--- src/rtl/fifo_rd_stream.sv ---
// ----------------------------------------------------------------------------
// fifo_rd_stream : drains the FIFO read port into a valid/ready stream via a
// 2-word buffer, framing packets of PKTLEN words.          Rev 1.0
// ----------------------------------------------------------------------------
`default_nettype none

module fifo_rd_stream #(
  parameter int DWID   = 32,
  parameter int AWID   = 10,
  parameter int RDLAT  = 0,
  parameter int PKTLEN = 256
) (
  input  logic            clk,
  input  logic            rst,
  input  logic            ena,
  output logic            frdena,
  input  logic [DWID-1:0] frddat,
  input  logic [AWID-1:0] frdlev,
  output logic            ovalid,
  input  logic            ordy,
  output logic [DWID-1:0] odat,
  output logic            olast,
  output logic [31:0]     pktcnt
);

  localparam int            BW        = (PKTLEN > 1) ? $clog2(PKTLEN) : 1;
  localparam logic [BW-1:0] LAST_BEAT = BW'(PKTLEN - 1);

  logic [1:0]      occ;
  logic            infl;
  logic            cap;
  logic            pop;
  logic [2:0]      pend;
  logic [DWID-1:0] ent0;
  logic [DWID-1:0] ent1;
  logic [BW-1:0]   beat;

  assign pop    = ovalid & ordy;
  // Words already owned after this edge: buffered plus in flight, minus the one leaving.
  assign pend   = {1'b0, occ} + {2'b00, infl} - {2'b00, pop};
  assign frdena = ~rst & ena & (frdlev != '0) & (pend < 3'd2);

  generate
    if (RDLAT == 0) begin : g_show_ahead
      assign cap  = frdena;
      assign infl = 1'b0;
    end else begin : g_delayed
      assign cap = infl;
      always_ff @(posedge clk or posedge rst) begin
        if (rst) infl <= 1'b0;
        else     infl <= frdena;
      end
    end
  endgenerate

  always_ff @(posedge clk or posedge rst) begin
    if (rst) begin
      occ  <= 2'd0;
      ent0 <= '0;
      ent1 <= '0;
    end else begin
      case ({cap, pop})
        2'b10: begin
          if (occ == 2'd0) ent0 <= frddat;
          else             ent1 <= frddat;
          occ <= occ + 2'd1;
        end
        2'b01: begin
          ent0 <= ent1;
          occ  <= occ - 2'd1;
        end
        2'b11: begin
          // Head leaves while a new word arrives: the new word lands behind the head.
          if (occ == 2'd1) begin
            ent0 <= frddat;
          end else begin
            ent0 <= ent1;
            ent1 <= frddat;
          end
        end
        default: ;
      endcase
    end
  end

  assign ovalid = (occ != 2'd0);
  assign odat   = ent0;
  assign olast  = ovalid & (beat == LAST_BEAT);

  always_ff @(posedge clk or posedge rst) begin
    if (rst) begin
      beat   <= '0;
      pktcnt <= 32'd0;
    end else if (pop) begin
      beat <= (beat == LAST_BEAT) ? '0 : beat + BW'(1);
      if (olast) pktcnt <= pktcnt + 32'd1;
    end
  end

endmodule

`default_nettype wire

--- config.mk ---
export PLATFORM = sky130hd
export DESIGN_NAME = fifo_rd_stream
export DESIGN_NICKNAME = d
export VERILOG_FILES = /design/src/rtl/fifo_rd_stream.sv
export SDC_FILE = /design/constraint.sdc
export NUM_CORES = 1
export LEC_CHECK = 0
export BUFFER_PORTS_ARGS = -buffer_cell sky130_fd_sc_hd__buf_2
export CAP_MARGIN = 40
export CELL_PAD_IN_SITES_DETAIL_PLACEMENT = 0
export CELL_PAD_IN_SITES_GLOBAL_PLACEMENT = 2
export CORE_ASPECT_RATIO = 1.5
export CORE_MARGIN = 2
export CORE_UTILIZATION = 34
export DETAILED_ROUTE_END_ITERATION = 16
export PLACE_DENSITY_LB_ADDON = 0.08
export SLEW_MARGIN = 15
export SYNTH_ARGS = -nofsm -noshare
export SYNTH_HDL_FRONTEND = slang
export SYNTH_SLANG_ARGS = --single-unit
--- constraint.sdc ---
create_clock -name clk -period 4.15 [get_ports clk]
set_input_delay 0.415 -clock clk [delete_from_list [all_inputs] [get_ports clk]]
set_output_delay 0.415 -clock clk [all_outputs]
set_load 0.02 [all_outputs]
==> summary.txt, run 1 <==
Detailed routing
  – Initial DRT Pass Iterations: 4
  – DR top layer: met4
  – Via/cell ratio: 4.95
  – Residual DRC: 0
  – Met2 WL: ~5.4 mm
  – Vias: 3,374
  – DR iter-0 viols: 108
  – Final ANT Viol Nets: 0
  – DR WL/cell: between 15 and 20 um
  – Routed WL: 10.5 mm
  – Metal3 WL: roughly 480 um
  – DRT met1 WL: roughly 4.4 mm

Placement
  – Port Buffers: around 110
  – Routability Congestion: roughly 0.74
  – Dpl hpwl: around 7.4 mm
  – Post-placement cell count: roughly 670

GRT
  – Initial antenna violation count: 0
  – First-pass GRT wire length: 17.6 mm
  – GRT overflow: 0
  – Vias in the first global route: about 3,500
  – Gr usage total: 0.153
  – Pin count of the biggest net entering global routing: 55

Power and ir drop
  – Sw Share: 0.336
  – Gate power share: 0.315
  – Static leakage: 2.76 nW
  – Clock share of power: 0.254
  – Sequential share of power: 0.431
  – Switching pwr: around 1.2 mW
  – PD cells: about 630 nW/um2
  – Maximum VDD drop: 0.197 mV
  – Int Power: approximately 2.4 mW

Synthesis
  – Number of synthesized flops with an enable pin: 0
  – Mapped Cells: 400
  – Yosys top cell by area: dfrtp_1
  – Sequential element share of the synthesized area: 0.575
  – Syn avg cell area: between 10 and 15 um2
  – Synthesized area: about 4600 um2
  – Syn Nets: around 450
  – Post-synth cell types: 32
  – Synth top area share: 0.575
  – Top cells by area, synth: dfrtp_1, mux2_2, xnor2_1, a22oi_1, nand2_1
  – Synth warn: 0
  – Asr flop ratio synth: 1.00
  – Most used DFF post-synth: dfrtp_1
  – FF+latch count, synth: 106

CTS
  – H-Tree Depth: 3
  – Setup bufs post-CTS: 0
  – Post-CTS Resized: 0
  – Clock Latency Late Sink: around 0.34 ns
  – CTS tree: done
  – Hold_buf cts: 0
  – Root buffer cell: clkbuf_16
  – Num CTS Buffers: 9
  – Clock transition at the registers of the reported paths: 0.07 ns
  – Clock sink count: roughly 110
  – CTS Buffer Depth: 2

Die
  – DIE HEIGHT: 147 um
  – I/O pins: 113
  – Die area: 14,500 um2
  – Initial Utilization: 0.344
  – Core Box Area: between 10,000 and 15,000 um2
  – Die X: around 99 um
  – Rows: 52

Cells and area
  – Layout Nets: between 500 and 600
  – Filler cells: between 1,000 and 1,500
  – Share of cells above drive strength 1: 0.343
  – Multi-input logic area: about 1900 um2
  – Register area: between 2000 and 3000 um2
  – Final non-filler cell total: 681
  – ANT cells: 0
  – Syn-to-layout area delta: 24.0%

Timing
  – Worst Skew: ~0.007 ns
  – Final min period: between 2 and 3 ns
  – Worst hold margin: 0.0742 ns
  – Final Setup Violations: 0
  – Setup TNS: 0 ns
  – Pins Over Slew Limit: 0
  – Worst relative slew slack: 0.450
  – RSZ-0062 raised after global routing: false
  – Max Fclk: 0.339 GHz
  – Slew @ Worst Pin: 0.819 ns
  – Final worst-path cycle share: 0.712
  – Final Hold Fails: 0

Critical path
  – Critical Path Sink Type: flip-flop
  – RR Startpoint: occ[1]$_DFFE_PP0P_
  – Worst Path Max Fanout: 16
  – Setup CP Type: flip-flop to flip-flop
  – Worst EP arrival: between 3 and 4 ns
  – CP required: 4.41 ns
  – Critical path startpoint: occ[1]$_DFFE_PP0P_
  – Nature of the critical path startpoint: flip-flop
  – Worst Reg-to-Reg Cells: 13

Run status
  – Status: completed

Min path
  – Tightest Hold Check Type: input pin to async pin

Run
  – Max-cap violations: 0
## power by group through the flow
stage | Sequential [mW] | Combinational, mW | Clock, mW
2_1_floorplan | 1.70 | 0.652 | 0
3_3_place_gp | 1.56 | 1.13 | 0
3_5_place_dp | 1.57 | 1.15 | 0
4_1_cts | 1.55 | 1.15 | 0.949
5_1_grt | 1.59 | 1.26 | 0.992
6_report | 1.54 | 1.13 | 0.911
## placed cells by master (no fill, tap or decap), types with 2 or more instances in the layout
| cell | instances |
|---|---|
| nor4_1 | 3 |
| bufinv_16 | 2 |
| nand4_1 | 8 |
| ha_1 | 7 |
| nand2_1 | 56 |
| nand3_1 | 17 |
| xnor2_1 | 30 |
| nor3_2 | 2 |
| nor2b_1 | 2 |
| clkbuf_16 | 9 |
| and4_1 | 4 |
| buf_4 | 7 |
| inv_1 | 5 |
| nor2_1 | 11 |
| nor3_1 | 4 |
| dfrtp_1 | 106 |
| o21ai_0 | 34 |
| buf_2 | 112 |
| clkinv_4 | 2 |
| a22oi_1 | 32 |
| xor2_1 | 10 |
| mux2_2 | 33 |
| and3_1 | 6 |
## cells in the mapped netlist, types with 2 or more instances
library cell	number
a22oi_1	32
and3_1	6
and4_1	4
buf_1	4
clkbuf_1	12
dfrtp_1	106
ha_1	7
inv_1	6
mux2_2	33
nand2_1	56
nand3_1	17
nand4_1	8
nor2_1	12
nor2b_1	2
nor3_1	4
nor3_2	2
nor4_1	3
o21ai_0	34
xnor2_1	30
xor2_1	10
## worst paths after layout
check                                       end  slack (ns)
max                        odat[18]$_DFFE_PP0P_        1.20
min                          occ[1]$_DFFE_PP0P_        0.07
max reg2reg                odat[18]$_DFFE_PP0P_        1.20
min reg2reg                 beat[6]$_DFFE_PP0P_        0.47
max in group asynchronous  odat[20]$_DFFE_PP0P_        3.09
min in group clk            ent1[5]$_DFFE_PP0P_        0.32
## worst max-delay path, stage by stage (launching register included)
cell and delay [ns]:
dfrtp_1 0.40, inv_1 0.14, ha_1 0.30, nand2b_4 0.24
nor2_1 0.07, xnor2_1 0.12, nand3_1 0.11, inv_1 0.12
ha_1 0.19, a21oi_1 0.09, nor2_2 0.57, buf_4 0.30
a22oi_1 0.07, o21ai_0 0.17
## layout make-up
class / count / area share
repair buffers: 120 / 0.112
clock buffers: 10 / 0.0400
multi-input cells: 270 / 0.327
inverters: 7 / 0.00591
flip-flops and latches: 106 / 0.464
clock inverters: 6 / 0.0158
well taps: 162 / 0.0354
## metal layers
| metal | vias up | GRT usage |
|---|---|---|
| met5 | - | 0 |
| met4 | 0 | 0.0658 |
| met3 | 15 | 0.0273 |
| met2 | 89 | 0.270 |
| met1 | 1634 | 0.180 |
| li1 | 1636 | - |
## cells by family (layout without fill, tap and decap cells)
kind of cell | count (synthesis) | after routing | synth area share
simple gates | 121 | 121 | 0.132
flops | 106 | 106 | 0.575
compound gates | 69 | 69 | 0.0952
xor+xnor | 40 | 40 | 0.0760
mux | 33 | 33 | 0.0806
buf+inv | 24 | 143 | 0.0222
fa+ha+maj | 7 | 7 | 0.0190
## state kept, by name (all words and copies together) (netlist names)
name    flops
odat       32
pktcnt     32
beat        8
occ         2
ent1       32
## through the flow
stage               utilization  worst slack, ns  area, um2  total power, mW
floorplan                     -            0.946       4610             2.35
global placement          0.401             1.24       5370             2.69
detailed placement        0.403             1.17       5400             2.72
CTS                       0.427             1.15       5720             3.65
global route              0.427            0.814       5720             3.85
finish                    0.427             1.20       5720             3.58
Note: power is estimated with default switching activity, not from simulation.
==> run 2, diff against run 1 <==
Settings changed: ABC_AREA set to 1, CORE_UTILIZATION 34 to 28.
Clock period 4.15 ns to 2.38 ns, I/O delays scaled along.
==> run 2 against run 1 <==
First-iteration DRC count is 60% higher. Largest cell class unchanged. Design area is 18% higher. Critical path type unchanged. Utilization is 6.3 points lower. Die area is 37% higher.
==> summary.txt, run 2 <==
Run status
  – Status: completed

GRT
  – Vias in the first global route: about 4,700
  – Gr usage total: 0.157
  – GRT overflow: 0
  – Pin count of the biggest net entering global routing: 65
  – First-pass GRT wire length: 24.2 mm
  – Initial antenna violation count: 0

Synthesis
  – Most used DFF post-synth: dfrtp_1
  – Asr flop ratio synth: 1.00
  – Post-synth cell types: 32
  – Mapped Cells: 649
  – Synth warn: 0
  – Sequential element share of the synthesized area: 0.504
  – FF+latch count, synth: about 110
  – Synth top area share: 0.504
  – Synth cell count leaders: nand2_1, dfrtp_1, nand3_1
  – Count leader, synth: nand2_1
  – Syn avg cell area: slightly above 8 um2
  – Number of synthesized flops with an enable pin: 0
  – Synthesized area: about 5300 um2
  – Yosys top cell by area: dfrtp_1
  – Syn Nets: roughly 700
  – Top cells by area, synth: dfrtp_1, nand2_1, nand3_1, o21ai_0, inv_1

Timing
  – Final Setup Violations: 0
  – Pins Over Slew Limit: 0
  – Worst Skew: 0.00677 ns
  – Final worst-path cycle share: 0.935
  – PnR worst setup slack: 0.155 ns
  – Final min period: 2.23 ns
  – Slew @ Worst Pin: 0.631 ns
  – Max Fclk: 0.449 GHz
  – Final Hold Fails: 0
  – Worst relative slew slack: 0.579
  – Setup TNS: 0 ns

CTS
  – Clock transition at the registers of the reported paths: roughly 0.070 ns
  – H-Tree Depth: 3
  – CTS tree: done
  – Clock Latency Late Sink: between 0.3 and 0.4 ns
  – CTS Buffer Depth: 2
  – Root buffer cell: clkbuf_16
  – Num CTS Buffers: 9
  – Clock sink count: roughly 110

Critical path
  – Cell family with most CP delay: simple AND/OR/NAND/NOR gates
  – RR Endpoint: odat[15]$_DFFE_PP0P_
  – Nature of the critical path startpoint: flip-flop
  – CP required: 2.67 ns
  – Cell mode on critical path: nand2_1
  – Worst-path cell chain: inv_2, ha_4, nor2_4, nand3_1, nand2_1, nor2_2, nand2_1, inv_2, ha_4, inv_2, o21bai_4, clkbuf_16, nand3_1, o21ai_0, nand2_1, nand2_1
  – Worst EP arrival: roughly 2.5 ns
  – Critical path startpoint: occ[1]$_DFFE_PP0P_
  – Slowest-stage cell, CP: dfrtp_1
  – Crit path largest cell delay: 0.41 ns
  – Worst Path Max Fanout: 8
  – CP endpoint: odat[15]$_DFFE_PP0P_
  – Setup CP Type: flip-flop to flip-flop
  – Worst Reg-to-Reg Cells: 16
  – RR Startpoint: occ[1]$_DFFE_PP0P_
  – Reg2Reg Setup Slack: ~0.15 ns
  – Levels on crit path: 16
  – Critical Path Sink Type: flip-flop
  – Critical path buffer and inverter count: 4

Placement
  – Setup WS pre-CTS: -0.0616 ns
  – Post-placement cell count: ~1,000
  – Port Buffers: 112
  – Routability Congestion: 0.793
  – Dpl hpwl: ~11 mm
  – Placed Area: 6220 um2

Detailed routing
  – Vias: between 4,000 and 5,000
  – Routed WL: between 15 and 20 mm
  – Final ANT Viol Nets: 0
  – Via/cell ratio: 4.52
  – DR WL/cell: between 15 and 20 um
  – DR iter-0 viols: between 150 and 200
  – Residual DRC: 0
  – Initial DRT Pass Iterations: 4

Power and ir drop
  – PD cells: 1030 nW/um2
  – Maximum VDD drop: 0.523 mV
  – Static leakage: between 3 and 4 nW

Die
  – Core Box Area: around 18,000 um2
  – Initial Utilization: 0.285
  – Die area: about 20,000 um2
  – DIE HEIGHT: between 150 and 200 um
  – Rows: between 60 and 70
  – Die X: around 120 um
  – I/O pins: roughly 110

Cells and area
  – Syn-to-layout area delta: 27.6%
  – Filler cells: 2,009
  – ANT cells: 0
  – Commonest non-fill, non-tap cell in the layout: nand2_1
  – Final non-filler cell total: approximately 1,000
  – Post-route cell area: around 6700 um2
  – Commonest cells after routing, fill and taps aside: nand2_1, buf_2, dfrtp_1, nand3_1, inv_1
  – Layout Nets: a little over 800
  – Share of cells above drive strength 1: 0.236

Run
  – Max-cap violations: 0

Min path
  – Tightest Hold Check Type: input pin to flip-flop
run 2: worst register-to-register path, cell delays in order (launching register included):
cell	delay [ns]
dfrtp_1	0.41
inv_2	0.09
ha_4	0.18
nor2_4	0.05
nand3_1	0.06
nand2_1	0.06
nor2_2	0.14
nand2_1	0.10
inv_2	0.09
ha_4	0.16
inv_2	0.05
o21bai_4	0.27
clkbuf_16	0.23
nand3_1	0.07
o21ai_0	0.08
nand2_1	0.07
nand2_1	0.07
run 2: worst min-delay path by stage:
stage,cells after the start,startpoint,to
6_report,3,frddat[13],ent1[13]$_DFFE_PP0P_
5_1_grt,3,frddat[8],ent1[8]$_DFFE_PP0P_
4_1_cts,3,frddat[0],ent1[0]$_DFFE_PP0P_
3_5_place_dp,2,rst,pktcnt[11]$_DFFE_PP0P_
3_3_place_gp,2,rst,pktcnt[11]$_DFFE_PP0P_
2_1_floorplan,2,frddat[0],ent1[0]$_DFFE_PP0P_
run 2: logic make-up (layout without fill, tap and decap cells):
logic type / count (synthesis) / after routing / share of synthesized area
DFF: 106 / 106 / 0.504
adders and majority gates: 7 / 7 / 0.0166
buffers and inverters: 97 / 224 / 0.0753
and+or+nand+nor: 336 / 336 / 0.285
xor gates and xnor gates: 27 / 27 / 0.0449
AOI/OAI and AO/OA: 76 / 76 / 0.0748
run 2: cell type report:
| cell class | count | area [um2] | share of cell area |
|---|---|---|---|
| well taps | 252 | 315 | 0.0469 |
| multi-input cells | 446 | 2280 | 0.340 |
| clock buffers | 12 | 256 | 0.0382 |
| flip-flops and latches | 106 | 2650 | 0.395 |
| clock inverters | 4 | 73.8 | 0.0110 |
| inverters | 71 | 273 | 0.0406 |
| repair buffers | 137 | 868 | 0.129 |
run 2: stage by stage:
step                      hold WS (ns)   util  total power, mW
after global placement           0.361  0.337             5.04
after global routing             0.163  0.364             7.43
after CTS                        0.140  0.358             6.88
after floorplan                  0.399      -             4.23
final                            0.151  0.364             6.92
after detailed placement         0.373  0.337             5.09
run 2: timing repair:
item,4_1_cts,5_1_grt
pin swaps,0,6
setup buffers,0,4
gates resized for setup,4,13
endpoints found under the hold margin,22,0
hold buffers,1,0
gates cloned,1,2
setup endpoints to repair,24,64
run 2: power by group:
part	switching (mW)	internal, mW	total [mW]
clock	0.700	0.982	1.68
combinational	1.57	0.972	2.55
sequential	0.325	2.37	2.70
run 2: metal layers:
| metal | part of all wire | up-vias | GRT usage |
|---|---|---|---|
| met5 | 0 | - | 0 |
| met4 | 0.022 | 0 | 0.0549 |
| met3 | 0.039 | 21 | 0.0273 |
| met2 | 0.54 | 109 | 0.293 |
| met1 | 0.40 | 2195 | 0.178 |
| li1 | - | 2324 | - |
